### src/rtl/red_seq_unit.sv
// red_seq_unit: multi-cycle byte-reduction engine for the RED instruction.
// One 8-bit lane is added into a 10-bit accumulator per clock. The 10-bit
// sum is published on S, sign-extended from bit 9, together with a one-cycle
// done pulse.
module red_seq_unit (
  input  logic        clk,
  input  logic        rst,
  input  logic        start,
  input  logic [15:0] A,
  input  logic [15:0] B,
  output logic        busy,
  output logic        done,
  output logic [15:0] S
);

  typedef enum logic [1:0] {
    IDLE = 2'd0,
    ACC  = 2'd1,
    DONE = 2'd2
  } state_t;

  state_t      state_reg;
  state_t      state_next;
  logic        capture;

  logic [15:0] a_reg;
  logic [15:0] b_reg;
  logic [9:0]  acc_reg;
  logic [1:0]  lane_reg;
  logic [15:0] s_reg;

  logic [7:0]  lane_byte;
  logic [9:0]  acc_sum;

  // State register; reset abandons any reduction in flight.
  always_ff @(posedge clk or posedge rst) begin
    if (rst) begin
      state_reg <= IDLE;
    end else begin
      state_reg <= state_next;
    end
  end

  // Next-state, handshake outputs and operand-capture strobe.
  always_comb begin
    state_next = state_reg;
    busy       = 1'b0;
    done       = 1'b0;
    capture    = 1'b0;
    case (state_reg)
      IDLE: begin
        if (start) begin
          capture    = 1'b1;
          state_next = ACC;
        end
      end
      ACC: begin
        busy = 1'b1;
        // start is ignored here so the in-progress reduction is undisturbed.
        if (lane_reg == 2'd3) begin
          state_next = DONE;
        end
      end
      DONE: begin
        done = 1'b1;
        // A start in DONE launches straight into ACC with no idle bubble.
        if (start) begin
          capture    = 1'b1;
          state_next = ACC;
        end else begin
          state_next = IDLE;
        end
      end
      default: begin
        state_next = IDLE;
      end
    endcase
  end

  // Lane selector and the single shared adder.
  always_comb begin
    lane_byte = 8'h00;
    case (lane_reg)
      2'd0:    lane_byte = a_reg[7:0];
      2'd1:    lane_byte = b_reg[7:0];
      2'd2:    lane_byte = a_reg[15:8];
      default: lane_byte = b_reg[15:8];
    endcase
    acc_sum = acc_reg + {2'b00, lane_byte};
  end

  // Operand capture, accumulation and result register.
  always_ff @(posedge clk or posedge rst) begin
    if (rst) begin
      a_reg    <= 16'h0000;
      b_reg    <= 16'h0000;
      acc_reg  <= 10'd0;
      lane_reg <= 2'd0;
      s_reg    <= 16'h0000;
    end else if (capture) begin
      a_reg    <= A;
      b_reg    <= B;
      acc_reg  <= 10'd0;
      lane_reg <= 2'd0;
    end else if (state_reg == ACC) begin
      acc_reg  <= acc_sum;
      lane_reg <= lane_reg + 2'd1;
      // The sum cannot exceed 1020, so it never wraps. It is published
      // sign-extended from bit 9 to stay bit-exact with the combinational unit.
      if (lane_reg == 2'd3) begin
        s_reg <= {{6{acc_sum[9]}}, acc_sum};
      end
    end
  end

  assign S = s_reg;

endmodule

### config.mk
export PLATFORM = sky130hd
export DESIGN_NAME = red_seq_unit
export DESIGN_NICKNAME = d
export VERILOG_FILES = /design/src/rtl/red_seq_unit.sv
export SDC_FILE = /design/constraint.sdc
export NUM_CORES = 1
export LEC_CHECK = 0
export ABC_CLOCK_PERIOD_IN_PS = 3450
export CELL_PAD_IN_SITES_DETAIL_PLACEMENT = 0
export CELL_PAD_IN_SITES_GLOBAL_PLACEMENT = 1
export CORE_MARGIN = 4
export CORE_UTILIZATION = 49
export DETAILED_ROUTE_END_ITERATION = 7
export DONT_BUFFER_PORTS = 1
export GPL_TIMING_DRIVEN = 0
export PLACE_DENSITY = 0.77
export SLEW_MARGIN = 10
export SYNTH_ARGS = -nofsm -noshare
export SYNTH_HDL_FRONTEND = slang
export SYNTH_SLANG_ARGS = --single-unit
### constraint.sdc
create_clock -name clk -period 3.45 [get_ports clk]
set_clock_uncertainty 0.1 [all_clocks]
set_input_delay 0.1725 -clock clk [delete_from_list [all_inputs] [get_ports clk]]
set_output_delay 0.1725 -clock clk [all_outputs]
set_load 0.03 [all_outputs]
## Yosys cells after proc, flatten, opt, wreduce, memory -nomap -nowiden

Cells that the tools add are included.

- Bitwise gates (word level): 1
- Equal/unequal tests: 7
- Reductions and logical operators: 6
- Add/sub/neg operators: 2
- Mux-type cells: 13

Operators with widths:

| kind | count |
|---|---|
| case mux 8 bit (3 select lines) | 1 |
| two-way mux 10 bit | 2 |
| adder 10 x 8 -> 10 bit | 1 |
| two-way mux 2 bit | 4 |
| == test 2 bit (second input constant) | 3 |
| case mux 2 bit (3 select lines) | 1 |
| two-way mux 1 bit | 5 |
| == test 2 x 1 -> 1 bit (second input constant) | 2 |
| zero test 2 bit | 2 |
| AND reduction 3 bit | 1 |
| adder 2 x 1 -> 2 bit (second input constant) | 1 |
| != test 2 x 1 -> 1 bit (second input constant) | 1 |
| != test 2 bit (second input constant) | 1 |
| AND reduction 2 bit | 1 |
| nonzero test 2 bit | 1 |
| OR reduction 2 bit | 1 |
| inverter 1 bit | 1 |

- Input port bits: 35
- Output and inout bits: 18
- Register bits after elaboration: 56
- Word-level logic and storage cells: 35

## Logic depth before layout (Yosys ltp)

- Depth in word-level cells: 5
- Depth in mapped cells: 12
- Gate-level depth less buffers: 11

## Worst setup path after synthesis

OpenSTA, ideal clock, no wires.

- Path type: flip-flop to flip-flop
- Start: register lane_reg[0]
- End: register s_reg[6] (netlist: S[6])
- Required time: 3.221 ns
- Clock period less this slack: 2.898 ns
- Arrival time: 2.669 ns
- Slack: 0.552 ns
- Setup time: 0.129 ns
- Stages on the path, launching flop included: 13
- Path buffers: 1
- Path through: dfrtp_1 inv_1 ha_1 clkbuf_1 a222oi_1 mux2i_1 ha_1 fa_1 a21o_4 a31o_1 a21oi_2 xor2_1 o21ai_1

- Cells in the longest elaborated chain, start to end: 3
- Elaborated cells on any way between the ends: 7
- Those cells by class: add/sub (1); eq/ne (3); mux (1); reduce/logical (2)

Ends and longest elaborated chain:

| element | RTL line | text |
|---|---|---|
| start: declaration | 29 | `logic [1:0] lane_reg;` |
| start signal: assignment | 107 | `lane_reg <= lane_reg + 2'd1;` |
| == test 2 bit, or another cell as far along | 83 | `case (lane_reg)` |
| case mux 8 bit (3 select lines) | 83 |  |
| adder 10 x 8 -> 10 bit | 89 | `acc_sum = acc_reg + {2'b00, lane_byte};` |
| end signal: assignment | 111 | `s_reg <= {{6{acc_sum[9]}}, acc_sum};` |
| end: declaration | 30 | `logic [15:0] s_reg;` |

Parallel ways exist; a longest one is shown, timed or not.
A chain may end at the register's enable or synchronous reset.

## Worst setup path after layout

- Start: register lane_reg[1]
- End: register s_reg[8] (netlist: S[8])

The elaborated chain is that of the path after synthesis.

==> results.md <==
* Outcome: finished clean
* Final number of max-transition violations at 0
* Largest net degree at the start of global routing at 40
* GRT overflow at 0
* First-pass GRT wire length at 9290 um
* Core area at 5240 um2
* Worst r2r src: lane_reg[1]
* Required @ worst endpoint at 3540 ps
* Hold Crit Class: input port to asynchronous set/reset pin
* Die Span X at 82.6 um
* Gr usage total at 18.4%
* Initial antenna violation count at 0
* Pre-CTS worst setup slack at 129 ps
* Crit. End Element: register
* Clock Path Buffers at 2
* Relative slew margins at 61.9%
* Synth top area share at 51.3%
* Placed Area at 2840 um2
* Synth Register Bits at 56
* Final net count at 328
* Crit start category: register
* Setup Buffers After CTS at 0
* Max Cap Viol at 0
* Initial Util at 52.1%
* Worst vdd ir at 0.560 mV
* Clk root buf: clkbuf_8
* Util after Layout at 62.3%
* Worst Setup Path Type: register to register
* Setup TNS at 0 ps
* Arr. time, crit path at 3330 ps
* Mapped Area at 2730 um2
* DRC at 0
* GR peak layer: met2
* R2R Path End: S[8]
* GR Util met2 at 30.4%
* Die span in y at 82.6 um
* CTS Sinks at 56
* Routability cong. at 0.741
* DRT iter0 DRCs at 142
* Clk_lat worst skew at 310 ps
* Post-synth EDFFs at 0
* Synth Instances at 240
* Seq/Total Area, Yosys at 51.3%
* Synth-to-Final Area Change at 19.5%
* Total iterations of the first detailed-routing run at 7
* Vias in the first global route at 1876
* Die area at 6830 um2
* CP Max Fanout at 8
* Port Buf Inserts at 0
* Tmin final at 3240 ps
* Pwr Density at 1100 nW/um2
* Setup Viol. Count Final at 0
* Post-DP HPWL at 3930 um
* Diodes inserted at 0
* Most frequent cells in the layout: dfrtp_1, dlygate4sd3_1, nand2_1
* Share of layout cells above drive strength 1 at 18.9%
* Mapped Nets at 288
* M3 GR Usage at 4.12%
* Worst-Margin Slew at 570 ps
* Clock transition at path regs at 100 ps
* Post-layout instance area at 3260 um2
* Final hold violations at 0
* Fin crit share at 93.8%
* CTS tree: yes
* Pleak at 1.44 nW
* Fillers at 435
* Antenna violation net count after detailed routing at 0
* Via-per-instance ratio at 5.37
* H-tree levels at 2
* Rows at 26
* Highest clock rate at 309 MHz
* Largest cells by area after synthesis: dfrtp_1, mux2_2, ha_1, nand2_1, a222oi_1
* YS warnings at 0
* Mean routed wirelength per cell at 16.4 um
* FF-to-FF setup slack at 210 ps
* I/O Pins at 53
* CTS Buf Count at 5
* Async SR Flop Fraction at 100%
* Drt total wl at 5770 um
* Vias at 1886
* Post-synth top area cell: dfrtp_1
* Cell variety after synth at 39
* Mean Syn Cell Area at 11.4 um2
* Setup ws final at 214 ps
* M1 GR Usage at 24.4%
* Reg2reg path depth at 12
* RSZ-0062 raised after global routing: no
* Main flop type after synthesis: dfrtp_1
* Commonest non-fill, non-tap cell in the layout: dfrtp_1
cell type report:
class / instances / area [um2] / area share [%]
buffer: 18 / 106 / 3.26
clock buffer: 5 / 68.8 / 2.11
clock inverter: 3 / 22.5 / 0.690
inverter: 14 / 52.6 / 1.61
multi-input combinational: 151 / 1170 / 36.0
sequential: 56 / 1400 / 42.9
tap: 70 / 87.6 / 2.68
timing repair buffer: 34 / 350 / 10.7
repair_timing:
action                     CTS  global route
hold endpoints to repair    49             0
hold buffers                33             0
setup endpoints to repair    0             3
gates resized for setup      0             1
metal layers:
layer	up-vias	routed length [um]
met1	907	2560
met3	8	310
met5	-	0
li1	918	-
met2	53	2820
met4	0	76
synth_stat cells (2+ instances only):
cell type / instances
dfrtp_1: 56
nand2_1: 28
mux2_2: 22
o21ai_0: 14
inv_1: 13
ha_1: 12
o21ai_1: 12
a21oi_1: 8
a222oi_1: 8
mux2i_1: 8
buf_2: 7
buf_4: 6
clkbuf_1: 5
xor2_1: 5
a22o_1: 4
mux2_1: 4
nor2_1: 3
xnor2_1: 3
nor2b_1: 2
power by group:
part           total [mW]  switching, mW  internal [mW]
Sequential           1.28          0.298          0.984
Clock               0.369          0.222          0.146
Combinational        1.95           1.10          0.856
Total                3.60           1.62           1.99
critical path, cell delays in order, from the launching register on:
cell      delay, ps
dfrtp_1         420
inv_1            90
ha_1            180
clkbuf_1        210
a222oi_1        410
mux2i_1         130
ha_1            220
fa_1            430
a21o_4          250
a311oi_2        310
o21ai_2         140
xnor2_1         160
o21ai_1          70
worst max-delay path by stage:
stage | startpoint | to | slack [ps]
5_1_grt | lane_reg[1] | S[6] | 20
4_1_cts | lane_reg[0] | S[6] | 90
3_5_place_dp | lane_reg[0] | S[6] | 130
2_1_floorplan | lane_reg[0] | S[6] | 550
6_report | lane_reg[1] | S[8] | 210
3_3_place_gp | lane_reg[0] | S[6] | 140
cells by family after synthesis:
kind of cell | share of synthesized area [%]
buffers and inverters | 5.96
DFF | 51.3
and+or+nand+nor | 5.77
adders and majority gates | 6.23
xor gates and xnor gates | 2.57
muxes | 13.7
AOI/OAI and AO/OA | 14.5
stage by stage:
stage               hold slack, ps  power [mW]  cells
floorplan                      189        2.80    240
global placement               196        3.16    310
detailed placement           -21.6        3.21    311
CTS                            211        3.61    352
global route                   247        3.93    351
finish                         198        3.60    351
Note: power is estimated with default switching activity, not from simulation.
